==> src/rtl/spi_arb_pkg.sv <==
// Shared types and constants for the SPI memory-controller bus arbiter.
// Optional stall timeout is enabled with the SPI_ARB_TIMEOUT_EN macro.
package spi_arb_pkg;

  localparam int unsigned SPI_ADDR_W      = 24;
  localparam int unsigned SPI_DATA_W      = 8;
  localparam int unsigned SPI_XFER_CYCLES = 81;

  typedef enum logic [1:0] {
    ARB_IDLE,
    ARB_OWNED,
    ARB_ABORT
  } arb_state_t;

  // Width of an index into n requesters (at least one bit).
  function automatic int unsigned idx_w(input int unsigned n);
    return (n > 1) ? $clog2(n) : 1;
  endfunction

endpackage

==> src/rtl/spi_bus_arbiter_if.sv <==
// Requester-side and controller-side Wishbone signals of the SPI bus arbiter.
// slave = arbiter view, master = view of the surrounding requesters/controller.
interface spi_bus_arbiter_if
  import spi_arb_pkg::*;
#(
  parameter int unsigned NUM_REQ = 3,
  parameter int unsigned ADDR_W  = SPI_ADDR_W,
  parameter int unsigned DATA_W  = SPI_DATA_W
);

  logic [NUM_REQ-1:0]        req_cyc_i;
  logic [NUM_REQ-1:0]        req_stb_i;
  logic [NUM_REQ-1:0]        req_we_i;
  logic [NUM_REQ*ADDR_W-1:0] req_adr_i;
  logic [NUM_REQ*DATA_W-1:0] req_dat_i;
  logic [NUM_REQ-1:0]        req_ack_o;
  logic [NUM_REQ-1:0]        req_err_o;
  logic [NUM_REQ-1:0]        req_rty_o;
  logic [DATA_W-1:0]         req_dat_o;

  logic                      m_cyc_o;
  logic                      m_stb_o;
  logic                      m_we_o;
  logic [ADDR_W-1:0]         m_adr_o;
  logic [DATA_W-1:0]         m_dat_o;
  logic                      m_ack_i;
  logic                      m_err_i;
  logic                      m_rty_i;
  logic [DATA_W-1:0]         m_dat_i;

  logic [NUM_REQ-1:0]        grant_o;

  modport slave (
    input  req_cyc_i, req_stb_i, req_we_i, req_adr_i, req_dat_i,
    input  m_ack_i, m_err_i, m_rty_i, m_dat_i,
    output req_ack_o, req_err_o, req_rty_o, req_dat_o,
    output m_cyc_o, m_stb_o, m_we_o, m_adr_o, m_dat_o,
    output grant_o
  );

  modport master (
    output req_cyc_i, req_stb_i, req_we_i, req_adr_i, req_dat_i,
    output m_ack_i, m_err_i, m_rty_i, m_dat_i,
    input  req_ack_o, req_err_o, req_rty_o, req_dat_o,
    input  m_cyc_o, m_stb_o, m_we_o, m_adr_o, m_dat_o,
    input  grant_o
  );

endinterface

==> src/rtl/spi_arb_rr_pick.sv <==
// Round-robin picker: first requester after 'last', wrapping, so the
// requester served most recently has the lowest priority.
module spi_arb_rr_pick
  import spi_arb_pkg::*;
#(
  parameter int unsigned NUM_REQ = 3,
  parameter int unsigned IDX_W   = idx_w(NUM_REQ)
) (
  input  logic [NUM_REQ-1:0] req,
  input  logic [IDX_W-1:0]   last,
  output logic               valid,
  output logic [NUM_REQ-1:0] onehot,
  output logic [IDX_W-1:0]   idx
);

  always_comb begin
    valid  = 1'b0;
    onehot = '0;
    idx    = '0;
    for (int unsigned i = 1; i <= NUM_REQ; i++) begin
      for (int unsigned r = 0; r < NUM_REQ; r++) begin
        if (!valid && req[r] && (r == ((32'(last) + i) % NUM_REQ))) begin
          valid     = 1'b1;
          onehot[r] = 1'b1;
          idx       = IDX_W'(r);
        end
      end
    end
  end

endmodule

==> src/rtl/spi_bus_arbiter.sv <==
// Round-robin arbiter sharing one SPI memory controller among NUM_REQ Wishbone
// requesters; ownership lasts a whole cyc. Macro SPI_ARB_TIMEOUT_EN adds a stall timeout.
module spi_bus_arbiter
  import spi_arb_pkg::*;
#(
  parameter int unsigned NUM_REQ        = 3,
  parameter int unsigned ADDR_W         = SPI_ADDR_W,
  parameter int unsigned DATA_W         = SPI_DATA_W,
  parameter int unsigned TIMEOUT_CYCLES = 255
) (
  input logic              clk_i,
  input logic              rst_ni,
  spi_bus_arbiter_if.slave bus
);

  localparam int unsigned IDX_W = idx_w(NUM_REQ);

  arb_state_t         state;
  logic [NUM_REQ-1:0] grant;
  logic [IDX_W-1:0]   last;
  logic               pick_valid;
  logic [NUM_REQ-1:0] pick_onehot;
  logic [IDX_W-1:0]   pick_idx;
  logic               owner_cyc;
  logic               owned;
  logic               timeout;

  spi_arb_rr_pick #(
    .NUM_REQ (NUM_REQ),
    .IDX_W   (IDX_W)
  ) u_pick (
    .req    (bus.req_cyc_i),
    .last   (last),
    .valid  (pick_valid),
    .onehot (pick_onehot),
    .idx    (pick_idx)
  );

  assign owner_cyc   = |(bus.req_cyc_i & grant);
  assign owned       = (state == ARB_OWNED);
  assign bus.grant_o = grant;

`ifdef SPI_ARB_TIMEOUT_EN
  localparam int unsigned CNT_W = $clog2(TIMEOUT_CYCLES + 1);

  logic [CNT_W-1:0] stall_cnt;

  assign timeout = (stall_cnt == CNT_W'(TIMEOUT_CYCLES));

  // Counts consecutive unacknowledged strobe cycles of the current owner.
  always_ff @(posedge clk_i or negedge rst_ni) begin
    if (!rst_ni) begin
      stall_cnt <= '0;
    end else if (owned && bus.m_stb_o && !bus.m_ack_i) begin
      if (!timeout) stall_cnt <= stall_cnt + CNT_W'(1);
    end else begin
      stall_cnt <= '0;
    end
  end
`else
  assign timeout = 1'b0;
`endif

  always_ff @(posedge clk_i or negedge rst_ni) begin
    if (!rst_ni) begin
      state <= ARB_IDLE;
      grant <= '0;
      last  <= IDX_W'(NUM_REQ - 1);
    end else begin
      case (state)
        ARB_IDLE: begin
          if (pick_valid) begin
            state <= ARB_OWNED;
            grant <= pick_onehot;
            last  <= pick_idx;
          end
        end
        ARB_OWNED: begin
          if (!owner_cyc) begin
            state <= ARB_IDLE;
            grant <= '0;
          end else if (timeout && !bus.m_ack_i) begin
            state <= ARB_ABORT;
          end
        end
        ARB_ABORT: begin
          if (!owner_cyc) begin
            state <= ARB_IDLE;
            grant <= '0;
          end
        end
        default: begin
          state <= ARB_IDLE;
          grant <= '0;
        end
      endcase
    end
  end

  // Owner's request is forwarded straight through; the bus is quiet otherwise.
  always_comb begin
    bus.m_cyc_o = 1'b0;
    bus.m_stb_o = 1'b0;
    bus.m_we_o  = 1'b0;
    bus.m_adr_o = '0;
    bus.m_dat_o = '0;
    if (owned) begin
      for (int unsigned r = 0; r < NUM_REQ; r++) begin
        if (grant[r]) begin
          bus.m_cyc_o = bus.req_cyc_i[r];
          bus.m_stb_o = bus.req_cyc_i[r] & bus.req_stb_i[r];
          bus.m_we_o  = bus.req_we_i[r];
          bus.m_adr_o = bus.req_adr_i[r*ADDR_W +: ADDR_W];
          bus.m_dat_o = bus.req_dat_i[r*DATA_W +: DATA_W];
        end
      end
    end
  end

  always_comb begin
    bus.req_ack_o = '0;
    bus.req_err_o = '0;
    bus.req_rty_o = '0;
    if (owned) begin
      bus.req_ack_o = grant & {NUM_REQ{bus.m_ack_i}};
      bus.req_err_o = grant & {NUM_REQ{bus.m_err_i}};
      bus.req_rty_o = grant & {NUM_REQ{bus.m_rty_i}};
    end else if (state == ARB_ABORT) begin
      bus.req_err_o = grant;
    end
  end

  assign bus.req_dat_o = bus.m_dat_i;

endmodule

==> src/flat_wrapper.sv <==
// flat-port wrapper written by rule: the top's interface ports become plain ports
module spi_bus_arbiter_flat import spi_arb_pkg::*;
#(
  parameter int unsigned NUM_REQ        = 3,
  parameter int unsigned ADDR_W         = SPI_ADDR_W,
  parameter int unsigned DATA_W         = SPI_DATA_W,
  parameter int unsigned TIMEOUT_CYCLES = 255
)
  (clk_i, rst_ni, bus_req_cyc_i, bus_req_stb_i, bus_req_we_i, bus_req_adr_i, bus_req_dat_i, bus_m_ack_i, bus_m_err_i, bus_m_rty_i, bus_m_dat_i, bus_req_ack_o, bus_req_err_o, bus_req_rty_o, bus_req_dat_o, bus_m_cyc_o, bus_m_stb_o, bus_m_we_o, bus_m_adr_o, bus_m_dat_o, bus_grant_o);
  spi_bus_arbiter_if #(.NUM_REQ(NUM_REQ), .ADDR_W(ADDR_W), .DATA_W(DATA_W)) bus_i ();
  input logic clk_i;
  input logic rst_ni;
  input wire logic [$bits(bus_i.req_cyc_i)-1:0] bus_req_cyc_i;
  input wire logic [$bits(bus_i.req_stb_i)-1:0] bus_req_stb_i;
  input wire logic [$bits(bus_i.req_we_i)-1:0] bus_req_we_i;
  input wire logic [$bits(bus_i.req_adr_i)-1:0] bus_req_adr_i;
  input wire logic [$bits(bus_i.req_dat_i)-1:0] bus_req_dat_i;
  input wire logic [$bits(bus_i.m_ack_i)-1:0] bus_m_ack_i;
  input wire logic [$bits(bus_i.m_err_i)-1:0] bus_m_err_i;
  input wire logic [$bits(bus_i.m_rty_i)-1:0] bus_m_rty_i;
  input wire logic [$bits(bus_i.m_dat_i)-1:0] bus_m_dat_i;
  output wire logic [$bits(bus_i.req_ack_o)-1:0] bus_req_ack_o;
  output wire logic [$bits(bus_i.req_err_o)-1:0] bus_req_err_o;
  output wire logic [$bits(bus_i.req_rty_o)-1:0] bus_req_rty_o;
  output wire logic [$bits(bus_i.req_dat_o)-1:0] bus_req_dat_o;
  output wire logic [$bits(bus_i.m_cyc_o)-1:0] bus_m_cyc_o;
  output wire logic [$bits(bus_i.m_stb_o)-1:0] bus_m_stb_o;
  output wire logic [$bits(bus_i.m_we_o)-1:0] bus_m_we_o;
  output wire logic [$bits(bus_i.m_adr_o)-1:0] bus_m_adr_o;
  output wire logic [$bits(bus_i.m_dat_o)-1:0] bus_m_dat_o;
  output wire logic [$bits(bus_i.grant_o)-1:0] bus_grant_o;
  assign bus_i.req_cyc_i = bus_req_cyc_i;
  assign bus_i.req_stb_i = bus_req_stb_i;
  assign bus_i.req_we_i = bus_req_we_i;
  assign bus_i.req_adr_i = bus_req_adr_i;
  assign bus_i.req_dat_i = bus_req_dat_i;
  assign bus_i.m_ack_i = bus_m_ack_i;
  assign bus_i.m_err_i = bus_m_err_i;
  assign bus_i.m_rty_i = bus_m_rty_i;
  assign bus_i.m_dat_i = bus_m_dat_i;
  assign bus_req_ack_o = bus_i.req_ack_o;
  assign bus_req_err_o = bus_i.req_err_o;
  assign bus_req_rty_o = bus_i.req_rty_o;
  assign bus_req_dat_o = bus_i.req_dat_o;
  assign bus_m_cyc_o = bus_i.m_cyc_o;
  assign bus_m_stb_o = bus_i.m_stb_o;
  assign bus_m_we_o = bus_i.m_we_o;
  assign bus_m_adr_o = bus_i.m_adr_o;
  assign bus_m_dat_o = bus_i.m_dat_o;
  assign bus_grant_o = bus_i.grant_o;
  spi_bus_arbiter #(.NUM_REQ(NUM_REQ), .ADDR_W(ADDR_W), .DATA_W(DATA_W), .TIMEOUT_CYCLES(TIMEOUT_CYCLES)) u_core (.clk_i(clk_i), .rst_ni(rst_ni), .bus(bus_i));
endmodule
==> config.mk <==
export PLATFORM = sky130hd
export DESIGN_NAME = spi_bus_arbiter_flat
export DESIGN_NICKNAME = d
export VERILOG_FILES = /design/src/rtl/spi_arb_pkg.sv /design/src/rtl/spi_bus_arbiter_if.sv /design/src/rtl/spi_arb_rr_pick.sv /design/src/rtl/spi_bus_arbiter.sv /design/src/flat_wrapper.sv
export SDC_FILE = /design/constraint.sdc
export NUM_CORES = 1
export LEC_CHECK = 0
export ABC_AREA = 0
export CORE_MARGIN = 2
export CORE_UTILIZATION = 25
export CTS_BUF_LIST = sky130_fd_sc_hd__clkbuf_2 sky130_fd_sc_hd__clkbuf_4 sky130_fd_sc_hd__clkbuf_8
export CTS_CLUSTER_SIZE = 10
export DETAILED_ROUTE_END_ITERATION = 8
export GPL_TIMING_DRIVEN = 0
export PLACE_DENSITY = 0.77
export SLEW_MARGIN = 25
export SYNTH_ARGS = -nofsm -noshare
export SYNTH_HDL_FRONTEND = slang
export SYNTH_SLANG_ARGS = --single-unit
==> constraint.sdc <==
create_clock -name clk_i -period 4.7 [get_ports clk_i]
set_input_delay 1.175 -clock clk_i [delete_from_list [all_inputs] [get_ports clk_i]]
set_output_delay 1.175 -clock clk_i [all_outputs]
set_load 0.02 [all_outputs]
==> results_tabular.tex <==
\begin{tabular}{lr}
\hline
Metric & Value \\
\hline
\multicolumn{2}{l}{\textbf{STA}} \\
\quad Normalized max-slew margin & just over 70\% \\
\quad Final clock period utilization by the worst path & a little under 90\% \\
\quad Slew at the pin closest to its max-slew limit & roughly 0.41 ns \\
\quad Final critical-path setup slack & between 0.5 and 0.6 ns \\
\quad Max Freq & around 0.24 GHz \\
\quad Final total negative setup slack & 0 ns \\
\quad Final Hold Vio Count & 0 \\
\quad Max Clock Skew & 0.00627 ns \\
\quad Final count of negative-setup-slack endpoints & 0 \\
\quad Final count of pins violating max slew & 0 \\
\quad Final critical delay including setup and external delays & 4.16 ns \\
\quad Setup repair after global routing missed its margin & no \\
\multicolumn{2}{l}{\textbf{Global routing}} \\
\quad Vias in the first global route & 2079 \\
\quad GRT Overall Usage & 17.4\% \\
\quad Global-route wire length before repair & about 11000 um \\
\quad Pin count of the biggest net entering global routing & 11 \\
\quad Leftover overflow at the end of global routing & 0 \\
\quad Antenna violations before repair & 0 \\
\multicolumn{2}{l}{\textbf{Synthesis}} \\
\quad Synthesized net count & between 300 and 400 \\
\quad Distinct cells, synth & 36 \\
\quad Yosys top cell by area & a221oi\_2 \\
\quad Post-synth design cell area & roughly 1700 um2 \\
\quad Biggest area contributors in the synthesized netlist & a221oi\_2, nor3\_2, nor2b\_1 \\
\quad Synth warn & 0 \\
\quad Post-Synthesis Mean Instance Area & slightly below 9 um2 \\
\quad Sequential cell area fraction in the yosys report & under 10\% \\
\quad Post-synth top area share & about a quarter \\
\quad Flops \& latches, synth & 6 \\
\quad Synth Instances & between 150 and 200 \\
\multicolumn{2}{l}{\textbf{Worst setup path}} \\
\quad Top Family by Delay on Critical Path & buffers and inverters \\
\quad Worst setup path class & primary input to output pin \\
\quad Nature of the critical path startpoint & primary input \\
\quad Launch point of the worst path & bus\_req\_cyc\_i[1] \\
\quad Cell with the biggest individual delay on the critical path & clkdlybuf4s50\_1 \\
\quad Cells along the critical path & clkdlybuf4s50\_1, and2\_1, a21oi\_1, a221oi\_1, clkdlybuf4s50\_1 \\
\quad Critical path endpoint category & output pin \\
\quad Flop2flop setup slack & approximately 3.1 ns \\
\quad Required @ worst endpoint & $\sim$3.5 ns \\
\quad Worst reg2reg startpoint & u\_core.last[1] \\
\quad Count of buffering cells on the critical path with inverters included & 2 \\
\quad Most common cell type on the critical path & clkdlybuf4s50\_1 \\
\quad Largest stage delay, worst path & around 0.66 ns \\
\quad Arrival time reported for the critical path endpoint & about 3.0 ns \\
\quad Critical-path maximum fanout & 7 \\
\multicolumn{2}{l}{\textbf{Floorplanning}} \\
\quad Initial core utilization & 25.4\% \\
\quad IO Count & 173 \\
\quad Total die area & 7470 um2 \\
\quad Core ar. & between 6000 and 7000 um2 \\
\quad Core Rows & 30 \\
\quad Chip width & 86.4 um \\
\quad Height of the die & just under 90 um \\
\multicolumn{2}{l}{\textbf{Placed design}} \\
\quad Port buffer count & about 160 \\
\quad Final weighted congestion in routability-driven placement & approximately 0.8 \\
\quad Total half-perimeter wirelength after legalization and detailed placement & approximately 5700 um \\
\quad Place WS & about 0.55 ns \\
\quad Placed inst area & 3440 um2 \\
\multicolumn{2}{l}{\textbf{Clock network}} \\
\quad Clock transition at path regs & $\sim$0.030 ns \\
\quad Root Driver & clkbuf\_8 \\
\quad CTS Buffer Depth & 2 \\
\quad Number of H-tree levels & 1 \\
\quad Clock insertion delay at the later pin of the skew report & $\sim$0.23 ns \\
\quad Post-CTS setup-driven buffer insertion count & 0 \\
\quad Number of buffers added by the clock tree synthesis step & 3 \\
\quad Cts hold-fix bufs & 0 \\
\quad TritonCTS clock tree & done \\
\quad CTS resizes & 0 \\
\quad Clock tree sinks & 6 \\
\multicolumn{2}{l}{\textbf{Min path}} \\
\quad Critical hold path startpoint & u\_core.last[0] \\
\quad Class of the worst hold path & register to register \\
\multicolumn{2}{l}{\textbf{Route}} \\
\quad Routed wire per std cell & around 16 um \\
\quad Via density per instance & around 4.9 \\
\quad Total vias in the final route & 2156 \\
\quad First-pass detailed-route iteration total & 4 \\
\quad Detailed router's first-iteration violation count & 69 \\
\quad Drt total wl & about 7000 um \\
\quad Number of remaining DRC errors & 0 \\
\quad Post-DRT Antenna Nets & 0 \\
\multicolumn{2}{l}{\textbf{Power}} \\
\quad Post-layout total power & approximately 0.0017 W \\
\quad Maximum ir drop on the vdd rail & $\sim$0.30 mV \\
\quad Power Dens Cells & $\sim$480 nW/um2 \\
\quad Leakage power figure & roughly 1.3 nW \\
\multicolumn{2}{l}{\textbf{Final layout}} \\
\quad Area of all placed cells without fillers & 3490 um2 \\
\quad Utilization of the core after routing & roughly 52\% \\
\quad Diodes inserted & 0 \\
\quad Fraction of layout instances using a drive strength above 1 & approximately a quarter \\
\quad Sequential standard cell area & about 150 um2 \\
\quad Number of nets in the layout & 481 \\
\quad Fillcell total & roughly 630 \\
\quad Growth of design area from synthesis to finish & 105\% \\
\quad Multi-input gate area & between 1000 and 1500 um2 \\
\multicolumn{2}{l}{\textbf{Outcome}} \\
\quad Status & completed \\
\multicolumn{2}{l}{\textbf{Job}} \\
\quad Number of max-cap violations & 0 \\
\hline
\end{tabular}
## metal layers
metal  track usage, %  vias up  part of all wire, %
met4             1.56        0                 0.14
met2             33.0      100                   53
met3             3.14        2                  7.7
met1             21.1      996                   39
li1                 -     1058                    -
met5                0        -                    0
## power by group
group | switching [W] | internal, W
logic | 0.000793 | 0.000705
registers | 0.0000249 | 0.0000783
clock network | 0.0000234 | 0.0000642
total | 0.000841 | 0.000847
## cell usage after synthesis
master and number:
nor2b_1 34, a221oi_2 30, nor3_2 30, buf_2 12, nand2_1 10, and3_1 9, buf_4 9, dfrtp_1 5
inv_1 5, a21oi_1 4, clkbuf_1 4, nor2_1 4, o21ai_0 4, a221oi_1 3, buf_8 3, nand3_1 3
ha_1 2, nor3_1 2, o21ai_1 2, a21o_1 1, a31o_1 1, a31oi_1 1, a32oi_1 1, and2_1 1
buf_6 1, dfstp_2 1, inv_2 1, nand2b_1 1, nand3b_1 1, nand4b_1 1, o2111a_1 1, o2111ai_1 1
o211ai_4 1, o21bai_1 1, or2_1 1, or3_4 1
## layout by cell type, fill, tap and decap left out, types with 2 or more instances in the layout
master	n
clkdlybuf4s50_1	164
nor2b_1	34
a221oi_2	30
nor3_2	30
buf_2	12
nand2_1	10
buf_4	9
and3_1	9
inv_1	5
dfrtp_1	5
clkbuf_1	4
a21oi_1	4
nor2_1	4
o21ai_0	4
buf_8	3
a221oi_1	3
nand3_1	3
clkbuf_8	3
nor3_1	2
o21ai_1	2
ha_1	2
## cell families after synthesis
family,count (synthesis),share of synthesized area (%)
buffers and inverters,35,13.0
and+or+nand+nor,98,40.8
AOI/OAI and AO/OA,51,35.7
adders and majority gates,2,1.47
DFF,6,8.92
## final timing paths
kind,endpoint,cells past startpoint
setup / recovery,bus_m_stb_o,5
hold / removal,u_core.last[0],1
setup reg to reg,u_core.bus.grant_o[2],5
hold reg to reg,u_core.last[0],1
max in group asynchronous,u_core.last[1],1
min in group asynchronous,u_core.state[0],1
## registers in the layout, summed over array words and instances, names as in the netlist
signal / cells
u_core.state: 1
u_core.last: 2
u_core.bus.grant_o: 3
## area by class of cell
type	instances	share of cell area [%]
Multi-Input combinational cell	151	38.0
Inverter	6	0.646
Sequential cell	6	4.34
Clock buffer	4	1.40
Timing Repair Buffer	164	47.1
Buffer	29	5.70
Tap cell	80	2.87
## per-stage QoR
step	instances	hold slack, ns
final	440	0.515
after global routing	440	0.547
after CTS	440	0.519
after detailed placement	436	0.512
after global placement	436	0.486
after floorplan	192	0.465
## worst reg2reg max path: cells and delay by family, from the launching register on
family,cells,cell delay (ns)
and+or+nand+nor,2,0.41
adders and majority gates,1,0.29
DFF,1,0.53
AOI/OAI and AO/OA,2,0.35
(Power assumes the default switching activity.)
==> RTL change: new RTL, config.mk and constraints unchanged <==
`NUM_REQ` is set to 3 in 4 places; all go to 2.
--- a/src/rtl/spi_bus_arbiter_if.sv
+++ b/src/rtl/spi_bus_arbiter_if.sv
@@ -5,3 +5,3 @@
 #(
-  parameter int unsigned NUM_REQ = 3,
+  parameter int unsigned NUM_REQ = 2,
   parameter int unsigned ADDR_W  = SPI_ADDR_W,
--- a/src/rtl/spi_arb_rr_pick.sv
+++ b/src/rtl/spi_arb_rr_pick.sv
@@ -5,3 +5,3 @@
 #(
-  parameter int unsigned NUM_REQ = 3,
+  parameter int unsigned NUM_REQ = 2,
   parameter int unsigned IDX_W   = idx_w(NUM_REQ)
--- a/src/rtl/spi_bus_arbiter.sv
+++ b/src/rtl/spi_bus_arbiter.sv
@@ -5,3 +5,3 @@
 #(
-  parameter int unsigned NUM_REQ        = 3,
+  parameter int unsigned NUM_REQ        = 2,
   parameter int unsigned ADDR_W         = SPI_ADDR_W,
--- a/src/flat_wrapper.sv
+++ b/src/flat_wrapper.sv
@@ -3,3 +3,3 @@
 #(
-  parameter int unsigned NUM_REQ        = 3,
+  parameter int unsigned NUM_REQ        = 2,
   parameter int unsigned ADDR_W         = SPI_ADDR_W,
Interface: changed (9 resized); port bits go from 173 to 134. No check against the original RTL was run, so the function may have changed too.
==> RTL change against the original RTL <==
Clock skew up 0.0044 ns. Routed wire length is 42% lower. Total power is 46% lower. Sequential cell count down 2. Setup slack better by 0.29 ns. Synthesized area fell by 57%. Final area fell by 41%. Register-to-register slack improved by 0.50 ns. Highest routed layer unchanged.
==> RTL change: results (changes against the original RTL) <==
Status
  – Status: complete, no violations (unchanged)

GRT
  – GR Layer Usage met3: 6.92% (was 3.14%)
  – GR Layer Usage met1: 28.6% (was 21.1%)
  – Grt met2 use: 39.1% (was 33.0%)
  – Vias in the first global route: 1101 (was 2079)
  – Total GRT Usage: 22.8% (was 17.4%)

Synth
  – Avg Cell Area, Syn: 8.66 sq um (was 8.84 sq um)
  – Ranking of synthesized cells by area: a22o_1 40%, dfrtp_1 10%, buf_4 8.2% (was a221oi_2 27%, nor3_2 18%, nor2b_1 13%)
  – Synth cell types: 26 (was 36)
  – Post-synthesis sequential area ratio: 13.8% (was 8.92%)
  – Top cells by count, synth: 34 x a22o_1, 8 x buf_4, 5 x buf_6, 4 x a21oi_1, 4 x o21ai_0 (was 34 x nor2b_1, 30 x a221oi_2, 30 x nor3_2, 12 x buf_2, 10 x nand2_1)
  – Yosys reg bits: 4 (was 6)
  – Syn Nets: 168 (was 312)

Power
  – Pwr Density: 441 nW/um^2 (was 484 nW/um^2)
  – Max rail drop VDD: 0.000309 V (was 0.000300 V)
  – Leak: 0.834 nW (was 1.33 nW)

Clock network
  – CTS root buf: clkbuf_4 (was clkbuf_8)
  – Clk_lat worst skew: 0.25 ns (was 0.23 ns)

Finish
  – Non-Filler Instances: 245 (was 440)
  – Multi-input combinational area share: 22.9% (was 38.0%)
  – Largest register FFs: 2 (was 3)
  – Non-clk buf share: 68.5% (was 52.8%)
  – Register share of the cell area: 4.93% (was 4.34%)
  – Fill cells: 221 (was 628)
  – Layout cells sized above 1: 14.0% (was 25.8%)
  – Multi-In Gates: 62 (was 151)
  – Bufs w/o clock: 142 (was 193)
  – Layout Nets: 298 (was 481)
  – Clock network share of area: 1.46% (was 1.40%)

Setup path
  – R2r startpoint: u_core.bus.grant_o[1] (was u_core.last[1])
  – Critical Path Max Stage Delay: 0.62 ns (was 0.66 ns)
  – FF-to-FF setup slack: 3.55 ns (was 3.05 ns)
  – Max FO, Critical Path: 8 (was 7)
  – R2R cell count: 4 (was 5)

Placement
  – Placed cell areas: 2030 sq um (was 3440 sq um)
  – Inst Count DP: 241 (was 436)
  – DP Wirelength: 3.52 mm (was 5.73 mm)
  – I/O Buffers: 125 (was 164)
  – Placement Setup Slack: 0.837 ns (was 0.551 ns)
  – RePlAce Congestion: 0.824 (was 0.817)

Drt
  – Wire per inst: 16.4 um (was 15.8 um)
  – Wl on met1: 1.68 mm (was 2.73 mm)
  – Vias per std cell: 4.84 (was 4.90)
  – DRT iter0 DRCs: 51 (was 69)
  – Met2 wire len: 1.94 mm (was 3.68 mm)
  – DR WL met3: 390 um (was 536 um)

Timing
  – Clk_skew: 0.0106 ns (was 0.00627 ns)
  – Slew margin rel.: 81.0% (was 72.4%)
-- RTL change: worst min-delay path by stage --
stage / end / depth (start not counted) / slack [ns] / from
detailed placement: u_core.last / 2 / 0.52 / u_core.last
global route: u_core.last / 2 / 0.59 / u_core.last
global placement: u_core.last / 2 / 0.49 / u_core.last
CTS: u_core.last / 2 / 0.56 / u_core.last
floorplan: u_core.last / 2 / 0.47 / u_core.last
finish: u_core.last / 2 / 0.55 / u_core.last
-- RTL change: kinds of logic after synthesis --
| logic type | after synthesis | share of synthesized area, % |
|---|---|---|
| and+or+nand+nor | 17 | 15.3 |
| DFF | 4 | 13.8 |
| AOI/OAI and AO/OA | 45 | 48.6 |
| buffers and inverters | 19 | 22.3 |
-- RTL change: report_power, final --
part,internal (mW),switching (mW),total (mW)
Clock,0.0378,0.0172,0.0550
Combinational,0.415,0.361,0.776
Sequential,0.0537,0.0217,0.0754
